**config.mk**
```make
export PLATFORM = sky130hd
export DESIGN_NAME = pipelined_adder
export DESIGN_NICKNAME = d
export VERILOG_FILES = /design/src/rtl/arith_pkg.sv /design/src/rtl/adder_slice.sv /design/src/rtl/pipelined_adder.sv
export SDC_FILE = /design/constraint.sdc
export NUM_CORES = 1
export LEC_CHECK = 0
export ABC_AREA = 1
export BUFFER_PORTS_ARGS = -buffer_cell sky130_fd_sc_hd__buf_4
export CAP_MARGIN = 40
export CORE_MARGIN = 8
export CORE_UTILIZATION = 50
export CTS_CLUSTER_DIAMETER = 60
export DETAILED_ROUTE_END_ITERATION = 8
export GPL_TIMING_DRIVEN = 0
export PLACE_DENSITY = 0.71
export SLEW_MARGIN = 10
export SYNTH_ARGS = -nofsm -noshare
export SYNTH_HDL_FRONTEND = slang
export SYNTH_SLANG_ARGS = --single-unit
```
**constraint.sdc**
```tcl
create_clock -name clk -period 1.56 [get_ports clk]
set_input_delay 0.078 -clock clk [delete_from_list [all_inputs] [get_ports clk]]
set_output_delay 0.078 -clock clk [all_outputs]
set_load 0.1 [all_outputs]
```
**src/rtl/arith_pkg.sv**
```systemverilog
// arith_pkg: slice-width and configuration-legality helpers shared by the pipelined adder
package arith_pkg;
  function automatic int slice_width(input int width, input int nstage);
    return nstage < 1 ? width : width / nstage;
  endfunction
  function automatic bit legal_cfg(input int width, input int nstage);
    return nstage >= 1 && nstage <= width && width % nstage == 0;
  endfunction
endpackage

```
**src/rtl/adder_slice.sv**
```systemverilog
// adder_slice: combinational SW-bit ripple adder (a, b, ci -> s, co)
module adder_slice #(
  parameter int SW = 4
) (
  input  logic [SW-1:0] a,
  input  logic [SW-1:0] b,
  input  logic          ci,
  output logic [SW-1:0] s,
  output logic          co
);
  assign {co, s} = {1'b0, a} + {1'b0, b} + {{SW{1'b0}}, ci};
endmodule

```
**src/rtl/pipelined_adder.sv**
```systemverilog
// pipelined_adder: NSTAGE-deep a+b+cin with valid/ready; ports clk rst in_valid/in_ready a b cin -> out_valid/out_ready sum cout ovf
module pipelined_adder
  import arith_pkg::*;
#(
  parameter int WIDTH  = 16,
  parameter int NSTAGE = 4,
  parameter bit SIGNED = 1'b0
) (
  input  logic             clk,
  input  logic             rst,
  input  logic             in_valid,
  output logic             in_ready,
  input  logic [WIDTH-1:0] a,
  input  logic [WIDTH-1:0] b,
  input  logic             cin,
  output logic             out_valid,
  input  logic             out_ready,
  output logic [WIDTH-1:0] sum,
  output logic             cout,
  output logic             ovf
);
  localparam int SW = slice_width(WIDTH, NSTAGE);
  typedef struct packed {
    logic             valid;
    logic [WIDTH-1:0] psum;
    logic             carry;
    logic [WIDTH-1:0] opa;
    logic [WIDTH-1:0] opb;
  } add_token_t;
  add_token_t [NSTAGE-1:0] tok;
  add_token_t [NSTAGE-1:0] nxt;
  add_token_t              last;
  logic                    advance;
  if (!legal_cfg(WIDTH, NSTAGE)) begin : g_bad
    $error("pipelined_adder: WIDTH must be divisible by NSTAGE and 1 <= NSTAGE <= WIDTH");
  end
  assign last     = tok[NSTAGE-1];
  assign advance  = !last.valid || out_ready;
  assign in_ready = advance;
  for (genvar k = 0; k < NSTAGE; k++) begin : g_stage
    add_token_t       t_in;
    logic [SW-1:0]    s;
    logic             co;
    logic [WIDTH-1:0] s_new;
    if (k == 0) begin : g_first
      assign t_in = '{valid: in_valid, psum: '0, carry: cin, opa: a, opb: b};
    end else begin : g_next
      assign t_in = tok[k-1];
    end
    adder_slice #(.SW(SW)) u_slice (
      .a (t_in.opa[k*SW +: SW]),
      .b (t_in.opb[k*SW +: SW]),
      .ci(t_in.carry),
      .s (s),
      .co(co)
    );
    always_comb begin
      s_new             = t_in.psum;
      s_new[k*SW +: SW] = s;
    end
    assign nxt[k] = '{valid: t_in.valid, psum: s_new, carry: co, opa: t_in.opa, opb: t_in.opb};
  end
  always_ff @(posedge clk)
    if (rst) tok <= '0;
    else if (advance) tok <= nxt;
  assign out_valid = last.valid;
  assign sum       = last.psum;
  assign cout      = last.carry;
  assign ovf       = SIGNED ? (last.opa[WIDTH-1] == last.opb[WIDTH-1]) && (last.psum[WIDTH-1] != last.opa[WIDTH-1])
                            : last.carry;
endmodule

```
# After elaboration in Yosys (flattened, before gate mapping)
# Index checks and enable logic that the tools add are counted.
# totals
memories,0
wordCells,28
ramBits,0
mem_bits_ro,0
latchBits,0
reg_bits,144
output_inout_bits,20
# classes
bitwise_logic,0
n_lt_le_gt_ge,0
mul,0
n_reduce_logical,2
add_sub_neg,8
eq_ne,0
n_mux,0
n_div,0
shifts,0
# ops
cell,count
4-bit by 4-bit adder with 5-bit output,4
5-bit by 1-bit adder with 5-bit output,4
1-bit logical NOT,1
1-bit logical OR,1

# Depth between registers and ports, before layout
# depth
ltp_word,2
ltp_mapped,9

# Hierarchy
# A second synthesis with hierarchy kept.
# hier_totals
hier_cells,715
hier_area_um2,4709.5
# by_module_without_submodules
module,instances,area_each_um2,cells_per_inst
pipelined_adder,1,4063.9,619
adder_slice at g_stage[0].u_slice ...,3,165.2,25
adder_slice at g_stage[3].u_slice,1,150.1,21

# Worst setup path after synthesis
# Ideal clock, no wire load.
# synth_timing
kind,register to register
from,"reg tok, in the netlist out_valid"
to,"reg tok, in the netlist g_stage[2].t_in[24]"
path_buffers,3
path_stages_with_launch,9
t_arrival_ps,1828
setup_ps,113
path_slack_ps,-382
required_time_ps,1447
path_cell_list,dfxtp_1 -> inv_1 -> nor2_2 -> buf_6 -> inv_4 -> buf_6 -> buf_6 -> nor2_1 -> nor2_1
# synth_via
elab_chain_len,2
# synth_lines
item,line_no,rtl
"start, declared",pipelined_adder.sv:30,add_token_t [NSTAGE-1:0] tok;
"start signal, assigned",pipelined_adder.sv:65,else if (advance) tok <= nxt;
1-bit logical NOT,pipelined_adder.sv:38,assign advance = !last.valid || out_ready;
1-bit logical OR,pipelined_adder.sv:38,
via in_ready,pipelined_adder.sv:12,"output logic in_ready,"
# The timed path passes the listed nets, and every way through them passes these cells.
# A chain may end at the register's enable or synchronous reset.

# Final worst setup path
# layout_timing
from,"reg tok, in the netlist g_stage[1].t_in[4]"
to,"reg tok, in the netlist g_stage[2].s_new[5]"
# layout_via
elab_chain_len,2
# layout_lines
item,line_no,rtl
4-bit by 4-bit adder with 5-bit output,adder_slice.sv:11,"assign {co, s} = {1'b0, a} + {1'b0, b} + {{SW{1'b0}}, ci};"
5-bit by 1-bit adder with 5-bit output,adder_slice.sv:11,
# Every way passes these cells.

==> flow_metrics.env <==
export IMPL_rsz0062_at_grt="no"
export IMPL_fin_skew_ns=0.00880
export IMPL_synth_cells=491
export IMPL_min_period_ns=1.48
export IMPL_fmax_ghz=0.674
export IMPL_overflow=0
export IMPL_num_rows=32
export IMPL_peakVddDrop_uv=486
export IMPL_grt_pass1_vias=3367
export IMPL_clk_pin_slew_ns=0.09
export IMPL_cts_root_buf="clkbuf_8"
export IMPL_drtIter0Drc=106
export IMPL_final_common_cell="nor2_1"
export IMPL_syn_area_sq_mm=0.00394
export IMPL_fin_tns_setup_ns=0
export IMPL_leakagePower_uw=0.00242
export IMPL_max_slew_margin_rel_pct=65.5
export IMPL_hpwl_microns=6340
export IMPL_syn_area_per_cell_sq_um=8.02
export IMPL_die_y_microns=105
export IMPL_insertion_delay_ns=0.36
export IMPL_grtUsageTotal_pct=16.4
export IMPL_area_growth_pct=25.8
export IMPL_rrSetupSlack_ns=0.08
export IMPL_endpoint_kind="flip-flop"
export IMPL_dr_pass1_iters=4
export IMPL_synth_nets=548
export IMPL_synthDistinctLibCells=21
export IMPL_preCtsSetupSlack_ns=0.0699
export IMPL_critPathKind="reg2reg"
export IMPL_worstMarginPinSlew_ns=0.518
export IMPL_core_area_sq_mm=0.00769
export IMPL_drc=0
export IMPL_hold_violations=0
export IMPL_min_path_cells=3
export IMPL_setup_viol=0
export IMPL_worstHoldEndpoint="g_stage[1].t_in[21]$_SDFFE_PP0P_"
export IMPL_io_pins=57
export IMPL_cts_sinks=96
export IMPL_min_path_type="in2reg"
export IMPL_worst_path_max_fanout=2
export IMPL_start_util_pct=51.2
export IMPL_clk_path_buf_depth=2
export IMPL_maxSlewViolCount=0
export IMPL_htree_levels=3
export IMPL_critPathLaunchType="flip-flop"
export IMPL_ys_seq_area_share_pct=48.8
export IMPL_io_buffer_count=56
export IMPL_final_cell_mix="nor2_1, dfxtp_1, o21ai_0"
export IMPL_grt_pass1_wl_microns=15100
export IMPL_final_cells=689
export IMPL_p_per_area_mw_per_mm2=1030
export IMPL_antenna_found_initial=0
export IMPL_ys_warn_count=0
export IMPL_worstPathRequired_ns=1.86
export IMPL_wl_per_cell_microns=12.4
export IMPL_fin_util_pct=64.4
export IMPL_cts_tree="done"
export IMPL_die_area_sq_mm=0.0110
export IMPL_fin_crit_sh_pct=95.1
export IMPL_gp_congestion=0.813
export IMPL_fin_nets=639
export IMPL_placed_cells=649
export IMPL_n_antenna_cell=0
export IMPL_ys_ff_latch=96
export IMPL_status="complete, no violations"
export IMPL_max_cap_viol_count=0
export IMPL_die_x_microns=105
export IMPL_power_uw=5090
export IMPL_grt_max_degree=20
export IMPL_hold_start="a[5]"
export IMPL_cts_buffers=9
export IMPL_rr_worst_depth=4
export IMPL_setup_slack_ns=0.0759
export IMPL_dr_total_vias=3344
export IMPL_arrival_ns=1.78
export IMPL_timing_rr_end="g_stage[2].s_new[5]$_SDFFE_PP0P_"
export IMPL_drive_above_1_share_pct=17.5
export IMPL_routed_wl_microns=8560
export IMPL_r2r_start="g_stage[1].t_in[4]$_SDFFE_PP0P_"
export IMPL_vias_per_cell=4.85
export IMPL_ant_nets=0
## critical path: stages, from the launching register on
cell and delay (ns):
dfxtp_1 0.34, fa_1 0.45, inv_1 0.09, fa_1 0.41, a21oi_1 0.14
## cells in the mapped netlist (all sizes together)
master | count | share of area, %
inv | 31 | 3.0
dfxtp | 96 | 49
o21ai | 98 | 13
or2 | 1 | 0.16
buf | 16 | 4.0
a21oi | 21 | 2.8
fa | 8 | 4.1
ha | 12 | 3.8
xnor2 | 1 | 0.22
nand2 | 22 | 2.1
xor2 | 3 | 0.67
clkbuf | 16 | 1.5
nand3 | 12 | 1.5
nor2 | 154 | 15
## per-layer routing
layer / share of wire (%) / global-route usage (%)
met1: 45 / 19.9
met2: 48 / 27.4
met3: 5.7 / 4.55
met4: 1.3 / 5.61
met5: 0 / 0
## where the power goes
| group | total, uW | internal [uW] | switching (uW) |
|---|---|---|---|
| sequential | 2710 | 2620 | 87.0 |
| clock | 1610 | 783 | 832 |
| combinational | 773 | 295 | 478 |
| total | 5090 | 3700 | 1400 |
## cell families (layout without fill, tap and decap cells)
kind of cell             after synthesis  count (layout)  synth area share (%)
adder cells (fa/ha/maj)               20              20                  7.88
AO/OA/AOI/OAI                        119             119                  15.3
AND/OR/NAND/NOR                      189             189                  18.5
buffers and inverters                 63             159                  8.55
XOR/XNOR                               4               4                 0.890
flip-flops                            96              96                  48.8
## timing repair
item / CTS / global route
gates cloned: 0 / 0
setup buffers: 1 / 0
hold buffers: 24 / 0
setup endpoints to repair: 1 / 20
endpoints found under the hold margin: 24 / 0
resized for setup: 3 / 16
## flip-flops by register name, summed over array words and instances, names as in the netlist
signal	count
sum	16
g_stage.s_new	24
out_valid	1
cout	1
g_stage.t_in	54
## through the flow
stage | hold WS (ns) | area (sq um)
finish | 0.0248 | 4950
global route | 0.0602 | 4950
CTS | 0.0213 | 4930
detailed placement | 0.267 | 4490
global placement | 0.261 | 4490
floorplan | 0.137 | 3940
## worst max-delay path by stage
stage                                     startpoint                                to  slack, ns
finish               g_stage[1].t_in[4]$_SDFFE_PP0P_  g_stage[2].s_new[5]$_SDFFE_PP0P_       0.08
floorplan                     out_valid$_SDFFE_PP0P_  g_stage[2].t_in[24]$_SDFFE_PP0P_        0.1
CTS                           out_valid$_SDFFE_PP0P_  g_stage[2].t_in[11]$_SDFFE_PP0P_       0.01
detailed placement  g_stage[3].t_in[12]$_SDFFE_PP0P_              sum[13]$_SDFFE_PP0P_       0.07
global placement    g_stage[1].t_in[20]$_SDFFE_PP0P_  g_stage[2].t_in[32]$_SDFFE_PP0P_       0.09
global route        g_stage[2].t_in[32]$_SDFFE_PP0P_  g_stage[3].t_in[32]$_SDFFE_PP0P_     0.0004
## final cells by class
cell class	count	area, sq um
multi-input cells	332	1680
plain buffers	31	211
clock inverters	5	56.3
well taps	102	128
clock buffers	11	141
repair buffers	81	681
flip-flops and latches	96	1930
fillers	665	2740
inverters	31	119
Note: power is estimated with default switching activity, not from simulation.
